[src/rtl/serial_add.sv]
// Digit-serial adder: WIDTH-bit A+B+Cin in WIDTH/DIGIT cycles, LSB digit first, valid/ready on both sides.
// Optional signed-overflow output V is built when SERIAL_ADD_OVF_EN is defined.
module serial_add #(
  parameter int WIDTH = 8,
  parameter int DIGIT = 1
) (
  input  logic             clk,
  input  logic             rst_n,
  input  logic             in_valid,
  output logic             in_ready,
  input  logic [WIDTH-1:0] A,
  input  logic [WIDTH-1:0] B,
  input  logic             Cin,
  output logic             out_valid,
  input  logic             out_ready,
  output logic [WIDTH-1:0] S,
  output logic             Cout,
`ifdef SERIAL_ADD_OVF_EN
  output logic             V,
`endif
  output logic [1:0]       state_o
);

  localparam int N     = WIDTH / DIGIT;
  localparam int CNT_W = (N < 1) ? 1 : $clog2(N + 1);

  // Handshake: a transfer happens on a rising edge where valid && ready;
  // in_ready/out_valid are pure state decodes and never depend on inputs.
  typedef enum logic [1:0] {
    IDLE = 2'd0,
    RUN  = 2'd1,
    DONE = 2'd2
  } state_t;

  state_t             state_q, state_d;
  logic [WIDTH-1:0]   a_q, a_d, b_q, b_d, sum_q, sum_d;
  logic [WIDTH-1:0]   s_q, s_d;
  logic [CNT_W-1:0]   cnt_q, cnt_d;
  logic               carry_q, carry_d, cout_q, cout_d;
  logic [DIGIT:0]     dsum;
  logic [WIDTH-1:0]   sum_shift;
`ifdef SERIAL_ADD_OVF_EN
  logic               v_q, v_d;
`endif

  assign dsum = {1'b0, a_q[DIGIT-1:0]} + {1'b0, b_q[DIGIT-1:0]} + {{DIGIT{1'b0}}, carry_q};

  // New digit enters at the top; after N digits the LSB digit has reached bit 0.
  generate
    if (DIGIT < WIDTH) begin : g_shift
      assign sum_shift = {dsum[DIGIT-1:0], sum_q[WIDTH-1:DIGIT]};
    end else begin : g_single
      assign sum_shift = dsum[DIGIT-1:0];
    end
  endgenerate

  always_comb begin
    state_d = state_q;
    a_d     = a_q;
    b_d     = b_q;
    sum_d   = sum_q;
    carry_d = carry_q;
    cnt_d   = cnt_q;
    s_d     = s_q;
    cout_d  = cout_q;
`ifdef SERIAL_ADD_OVF_EN
    v_d     = v_q;
`endif
    case (state_q)
      IDLE: begin
        if (in_valid) begin
          a_d     = A;
          b_d     = B;
          carry_d = Cin;
          cnt_d   = '0;
          sum_d   = '0;
          state_d = RUN;
        end
      end
      RUN: begin
        a_d     = a_q >> DIGIT;
        b_d     = b_q >> DIGIT;
        sum_d   = sum_shift;
        carry_d = dsum[DIGIT];
        cnt_d   = cnt_q + CNT_W'(1);
        if (cnt_q == CNT_W'(N - 1)) begin
          state_d = DONE;
          s_d     = sum_shift;
          cout_d  = dsum[DIGIT];
`ifdef SERIAL_ADD_OVF_EN
          // Carry into the MSB is recovered from the MSB sum bit and its operands.
          v_d     = dsum[DIGIT] ^ (a_q[DIGIT-1] ^ b_q[DIGIT-1] ^ dsum[DIGIT-1]);
`endif
        end
      end
      DONE: begin
        if (out_ready) state_d = IDLE;
      end
      default: state_d = IDLE;
    endcase
  end

  always_ff @(posedge clk or negedge rst_n) begin
    if (!rst_n) begin
      state_q <= IDLE;
      a_q     <= '0;
      b_q     <= '0;
      sum_q   <= '0;
      carry_q <= 1'b0;
      cnt_q   <= '0;
      s_q     <= '0;
      cout_q  <= 1'b0;
`ifdef SERIAL_ADD_OVF_EN
      v_q     <= 1'b0;
`endif
    end else begin
      state_q <= state_d;
      a_q     <= a_d;
      b_q     <= b_d;
      sum_q   <= sum_d;
      carry_q <= carry_d;
      cnt_q   <= cnt_d;
      s_q     <= s_d;
      cout_q  <= cout_d;
`ifdef SERIAL_ADD_OVF_EN
      v_q     <= v_d;
`endif
    end
  end

  assign in_ready  = (state_q == IDLE);
  assign out_valid = (state_q == DONE);
  assign S         = s_q;
  assign Cout      = cout_q;
  assign state_o   = state_q;
`ifdef SERIAL_ADD_OVF_EN
  assign V         = v_q;
`endif

endmodule

[config.mk]
export PLATFORM = sky130hd
export DESIGN_NAME = serial_add
export DESIGN_NICKNAME = d
export VERILOG_FILES = /design/src/rtl/serial_add.sv
export SDC_FILE = /design/constraint.sdc
export NUM_CORES = 1
export LEC_CHECK = 0
export ABC_CLOCK_PERIOD_IN_PS = 3800
export CAP_MARGIN = 20
export CORE_AREA = 5 5 62 64
export CTS_CLUSTER_SIZE = 25
export DETAILED_ROUTE_END_ITERATION = 10
export DIE_AREA = 0 0 67 69
export GPL_TIMING_DRIVEN = 0
export HOLD_SLACK_MARGIN = 0.15
export PLACE_DENSITY = 0.91
export RECOVER_POWER = 50
export SLEW_MARGIN = 5
export SYNTH_ARGS = -nofsm -noshare
export SYNTH_HDL_FRONTEND = slang
export SYNTH_SLANG_ARGS = --single-unit
[constraint.sdc]
create_clock -name clk -period 3.8 [get_ports clk]
set_input_delay 0.76 -clock clk [delete_from_list [all_inputs] [get_ports clk]]
set_output_delay 0.76 -clock clk [all_outputs]
set_load 0.02 [all_outputs]
==> impl_metrics.tcl, run 1 <==
set metrics [dict create \
    outcome "finished with violations" \
    violations "capacitance limit, slew limit" \
    drive_gt1_share_pct 13.07 \
    antenna_cells 0 \
    h-tree-depth 2 \
    switching_share_pct 32.93 \
    core-area_sq_mm 0.003232 \
    drc 0 \
    synthCells 135 \
    pwr-share-seq_pct 43.0 \
    die_h_um 69 \
    tightest_slew_ps 1981 \
    layout.cells.non_filler 222 \
    gp_congestion 0.7886 \
    io_pins 34 \
    reg2reg_from "cnt_q[0]" \
    place_inst 214 \
    leakagePower_nw 0.9175 \
    max_freq_ghz 0.3790 \
    ys_ff_latch 39 \
    worstPathArrival_ps 1880 \
    p_per_area_mw_per_mm2 740.0 \
    ys_top_cells_by_area "dfrtp_1, a22oi_1, mux2_2, a22o_1, o21ai_0" \
    synthArstFlopShare_pct 100.0 \
    hold_viol_final 0 \
    hold_class "reg -> reg" \
    r2r_cells 5 \
    numCtsBuffers 5 \
    syn-num-nets 158 \
    initial_core_util_pct 50.29 \
    post_cts_buffers 0 \
    netlist_area_sq_mm 0.001625 \
    grt_pass1_wl_um 5623 \
    synth_top_area_cell "dfrtp_1" \
    ant_nets 0 \
    crit_path_start "state_o[0]" \
    grt_max_degree 40 \
    cp_slowest_cell "clkdlybuf4s50_1" \
    maxSlewHeadroom_pct -32.04 \
    clock_power_share_pct 22.1 \
    synth_ff_type "dfrtp_1" \
    io_buffers 33 \
    met3WireLength_um 195 \
    worst_skew_pair.late_latency_ps 360 \
    synthMostInstantiatedCell "dfrtp_1" \
    worst_setup_path_end_kind "primary output" \
    rsz0062_at_grt "false" \
    root_buffer "clkbuf_4" \
    hold_ws_ps 496.7 \
    crit_end "out_valid" \
    crit_path_start_kind "register" \
    vdd_drop_max_uv 341.7 \
    final_max_slew_viol_count 40 \
    firstDrtPassIters 4 \
    holdBufCountCts 0 \
    power_mw 1.558 \
    topRoutingLayerUsed "met4" \
    crit_chain "buf_2 > nor2b_1 > clkdlybuf4s50_1" \
    timing.rr.end "S[1]" \
    detailed_place_hpwl_um 2497 \
    critical_path_class "reg -> out" \
    comb_power_share_pct 34.9 \
    wl_per_cell_um 15.27 \
    period_share_pct 69.44 \
    finish.instance_area_sq_mm 0.002106 \
    cp_data_required_time_ps 3040 \
    r2r_slack_ps 1960 \
    finalSetupViolCount 0 \
    seq_area_frac_synth_pct 60.05 \
    cts_tree "built" \
    netlist.area_leader.share_pct 60.05 \
    synth_edf_count 0 \
    fin_tns_setup_ps 0 \
    placed_area_sq_mm 0.002008 \
    die_x_um 67 \
    wirelength_um 3390 \
    cts.path.max_buffers 2 \
    synth_warnings 0 \
    final.min_clock_period_ps 2639 \
    ctsResizeCount 0 \
    met2_length_um 1773 \
    area_growth_pct 29.56 \
    viasPerCell 5.482 \
    pre_cts_ws_ps 1492 \
    power_switching_uw 513.2 \
    wl_met1_um 1371 \
    clkTransAtPathRegs_ps 120 \
    grt_pass1_vias 1282 \
    fin_ws_ps 1161 \
    nets 198 \
    power.internal_mw 1.045 \
    maxCapViolCount 1 \
    num_vias 1217 \
    slowest_delay_ps 650 \
    skew_ps 9.028 \
    syn_avg_cell_area_sq_um 12.04 \
    grt_overflow 0 \
    antenna_found_initial 0 \
    num_rows 21 \
    cts_sinks 39 \
    dieArea_sq_mm 0.004623 \
    critPathMaxFanout 10 \
    final_util_pct 65.16 \
    grt.total_usage_pct 15.90 \
    drt_first_iter_violations 56 \
    synth_commonest_cells "dfrtp_1, nand2_1, a22oi_1, o21ai_0, mux2_2" \
    yosysUniqueCellTypes 23 \
]
==> worst min-delay path by stage <==
stage / startpoint / to / slack, ps / depth (start not counted)
after floorplan: a_q[1] / a_q[1] / 450 / 2
after global placement: a_q[2] / a_q[2] / 460 / 2
after detailed placement: b_q[4] / b_q[4] / 470 / 2
after CTS: b_q[4] / b_q[4] / 500 / 2
after global routing: b_q[7] / b_q[7] / 530 / 1
final: b_q[4] / b_q[4] / 500 / 2
==> layout by cell type (no fill, tap or decap), types with 3 or more instances in the layout <==
cell and count:
clkbuf_4 5, a22o_1 9, nor2b_1 3, mux2_2 10, nand2_1 16, buf_2 3, a22oi_1 15, clkbuf_1 7
o21ai_0 15, dfrtp_1 39, clkdlybuf4s50_1 31
==> final cells by class <==
type	instances	area [sq um]
clock inverter	3	67.56
fill	275	1126
multi-input combinational	84	590.6
tap	46	57.56
timing repair buffer	33	324.1
inverter	2	7.507
sequential	39	975.9
clock buffer	5	37.54
buffer	10	45.04
==> metal layers <==
layer	GRT usage, %	vias to the layer above
met5	0	-
met4	4.730	0
met3	6.331	7
met2	26.86	42
met1	18.11	599
li1	-	569
==> power by group through the flow <==
stage                     clock network, mW  registers (mW)  logic [mW]
after floorplan                           0           0.703       0.310
after global placement                    0           0.664       0.525
after detailed placement                  0           0.681       0.552
after CTS                             0.350           0.670       0.554
after global routing                  0.366           0.690       0.601
final                                 0.344           0.670       0.544
==> critical path, delay by kind of cell, from the launching register on <==
| kind | cells | cell delay [ps] |
|---|---|---|
| buffers and inverters | 2 | 860 |
| flip-flops | 1 | 460 |
| AND/OR/NAND/NOR | 1 | 210 |
==> cell families (layout without fill, tap and decap cells) <==
| group | Yosys count | after routing | synth area share (%) |
|---|---|---|---|
| AOI/OAI and AO/OA | 46 | 46 | 19.63 |
| adders and majority gates | 2 | 2 | 2.001 |
| buffers and inverters | 12 | 53 | 3.618 |
| DFF | 39 | 39 | 60.05 |
| muxes | 11 | 11 | 7.544 |
| and+or+nand+nor | 25 | 25 | 7.159 |
==> state kept, by name, indices dropped and copies added, names as in the netlist <==
signal,flops
S,8
a_q,8
b_q,8
sum_q,7
cnt_q,4
state_o,2
Cout,1
carry_q,1
Note: power is estimated with default switching activity, not from simulation.
==> run 2: changes to the inputs <==
--- a/config.mk
+++ b/config.mk
@@ -5,15 +5,15 @@
 export SDC_FILE = /design/constraint.sdc
 export NUM_CORES = 1
 export LEC_CHECK = 0
-export ABC_CLOCK_PERIOD_IN_PS = 3800
+export ABC_CLOCK_PERIOD_IN_PS = 2800
 export CAP_MARGIN = 20
-export CORE_AREA = 5 5 62 64
+export CORE_AREA = 5 5 64 66
 export CTS_CLUSTER_SIZE = 25
 export DETAILED_ROUTE_END_ITERATION = 10
-export DIE_AREA = 0 0 67 69
+export DIE_AREA = 0 0 69 71
 export GPL_TIMING_DRIVEN = 0
 export HOLD_SLACK_MARGIN = 0.15
-export PLACE_DENSITY = 0.91
+export PLACE_DENSITY = 0.86
 export RECOVER_POWER = 50
 export SLEW_MARGIN = 5
 export SYNTH_ARGS = -nofsm -noshare
==> constraint.sdc (replaced) <==
create_clock -name clk -period 2.8 [get_ports clk]
set_input_delay 0.56 -clock clk [delete_from_list [all_inputs] [get_ports clk]]
set_output_delay 0.56 -clock clk [all_outputs]
set_load 0.02 [all_outputs]
==> run 2 against run 1 <==
  * The run still ends with capacitance limit, slew limit left
  * Setup slack lost 760 ps
  * Routed wire length shrank 1.4%
  * Clock skew grew 2.8 ps
  * Register-to-register slack lost 980 ps
  * Count of clock-buffer cells in the layout grew 1
  * Non-clock buffer count is the same
  * Die area grew 6.0%
  * Sequential share of layout area grew 0.70 points
  * Critical path type unchanged
  * Critical endpoint is now in_ready
==> impl_metrics.tcl, run 2 (synthesis gave the netlist of run 1 again) <==
set metrics [dict create \
    viasPerCell 5.408 \
    maxCapViolCount 1 \
    switching_share_pct 33.60 \
    critical_path_class "reg -> out" \
    hold_viol_final 0 \
    pre_cts_ws_ps 705.9 \
    period_share_pct 85.54 \
    grt_max_degree 40 \
    die_x_um 69 \
    p_per_area_mw_per_mm2 962.4 \
    skew_ps 11.82 \
    met3WireLength_um 194 \
    placed_area_sq_mm 0.002011 \
    core-area_sq_mm 0.003523 \
    holdBufCountCts 0 \
    fin_ws_ps 404.9 \
    cts.path.max_buffers 2 \
    fin_tns_setup_ps 0 \
    critPathMaxFanout 10 \
    grt.total_usage_pct 15.05 \
    cts_sinks 39 \
    initial_core_util_pct 46.13 \
    grt_pass1_wl_um 5892 \
    final_common_cell "dfrtp_1" \
    root_buffer "clkbuf_4" \
    worst_setup_path_end_kind "primary output" \
    drive_gt1_share_pct 12.00 \
    wl_per_cell_um 14.99 \
    antenna_found_initial 0 \
    power.internal_mw 1.326 \
    worst_skew_pair.late_latency_ps 340 \
    comb_power_share_pct 36.9 \
    hold_ws_ps 501.7 \
    layout_common_cells "dfrtp_1, clkdlybuf4s50_1, nand2_1" \
    grt_pass1_vias 1321 \
    die_h_um 71 \
    grt_overflow 0 \
    vdd_drop_max_uv 374.8 \
    hold_class "reg -> reg" \
    pwr-share-seq_pct 45.4 \
    finish.instance_area_sq_mm 0.002074 \
    crit_path_start "state_o[0]" \
    layout.cells.non_filler 223 \
    io_buffers 33 \
    place_inst 216 \
    topRoutingLayerUsed "met4" \
    drc 0 \
    reg2reg_from "cnt_q[1]" \
    ant_nets 0 \
    outcome "finished with violations" \
    wirelength_um 3343 \
    io_pins 34 \
    finalSetupViolCount 0 \
    ctsResizeCount 0 \
    numCtsBuffers 5 \
    final.min_clock_period_ps 2395 \
    leakagePower_nw 0.9044 \
    antenna_cells 0 \
    worstPathArrival_ps 1840 \
    clock_power_share_pct 17.7 \
    cp_data_required_time_ps 2240 \
    min_from "a_q[4]" \
    violations "capacitance limit, slew limit" \
    crit_path_start_kind "register" \
    rsz0062_at_grt "false" \
    cts_tree "built" \
    final_util_pct 58.88 \
    power_switching_uw 670.9 \
    h-tree-depth 2 \
    max_freq_ghz 0.4175 \
    detailed_place_hpwl_um 2490 \
    area_growth_pct 27.64 \
    num_vias 1206 \
    wl_met1_um 1424 \
    post_cts_buffers 0 \
    drt_first_iter_violations 53 \
    num_rows 22 \
    final_max_slew_viol_count 40 \
    tightest_slew_ps 2025 \
    dieArea_sq_mm 0.004899 \
    met2_length_um 1661 \
    firstDrtPassIters 4 \
    nets 198 \
    gp_congestion 0.7877 \
    maxSlewHeadroom_pct -34.98 \
    clkTransAtPathRegs_ps 110 \
    power_mw 1.997 \
]
-- run 2: critical path, cell delays in order (launching register included) --
cell             delay, ps
dfrtp_1                450
buf_2                  210
nor2_1                 190
clkdlybuf4s50_1        640
-- run 2: power by group through the flow --
stage,sequential [mW],combinational (mW),clock [mW]
3_3_place_gp,0.904,0.714,0
2_1_floorplan,0.953,0.421,0
3_5_place_dp,0.921,0.752,0
5_1_grt,0.935,0.813,0.391
6_report,0.907,0.737,0.352
4_1_cts,0.909,0.751,0.364
-- run 2: final timing paths --
check / depth (start not counted) / slack [ps] / endpoint
min in group asynchronous: 1 / 780 / S[1]
min reg2reg: 2 / 500 / a_q[4]
max in group asynchronous: 1 / 850 / carry_q
max: 3 / 400 / in_ready
min: 2 / 500 / a_q[4]
max reg2reg: 5 / 980 / Cout
-- run 2: cell type report --
class | count | area, sq um
fillers | 332 | 1449
flip-flops and latches | 39 | 975.9
multi-input cells | 84 | 590.6
repair buffers | 33 | 324.1
well taps | 48 | 60.06
plain buffers | 10 | 45.04
clock buffers | 6 | 41.29
clock inverters | 1 | 30.03
inverters | 2 | 7.507
-- run 2: per-layer routing --
layer,GRT usage (%),vias up
li1,-,563
met1,18.17,593
met2,25.11,42
met3,5.256,8
met4,5.206,0
met5,0,-
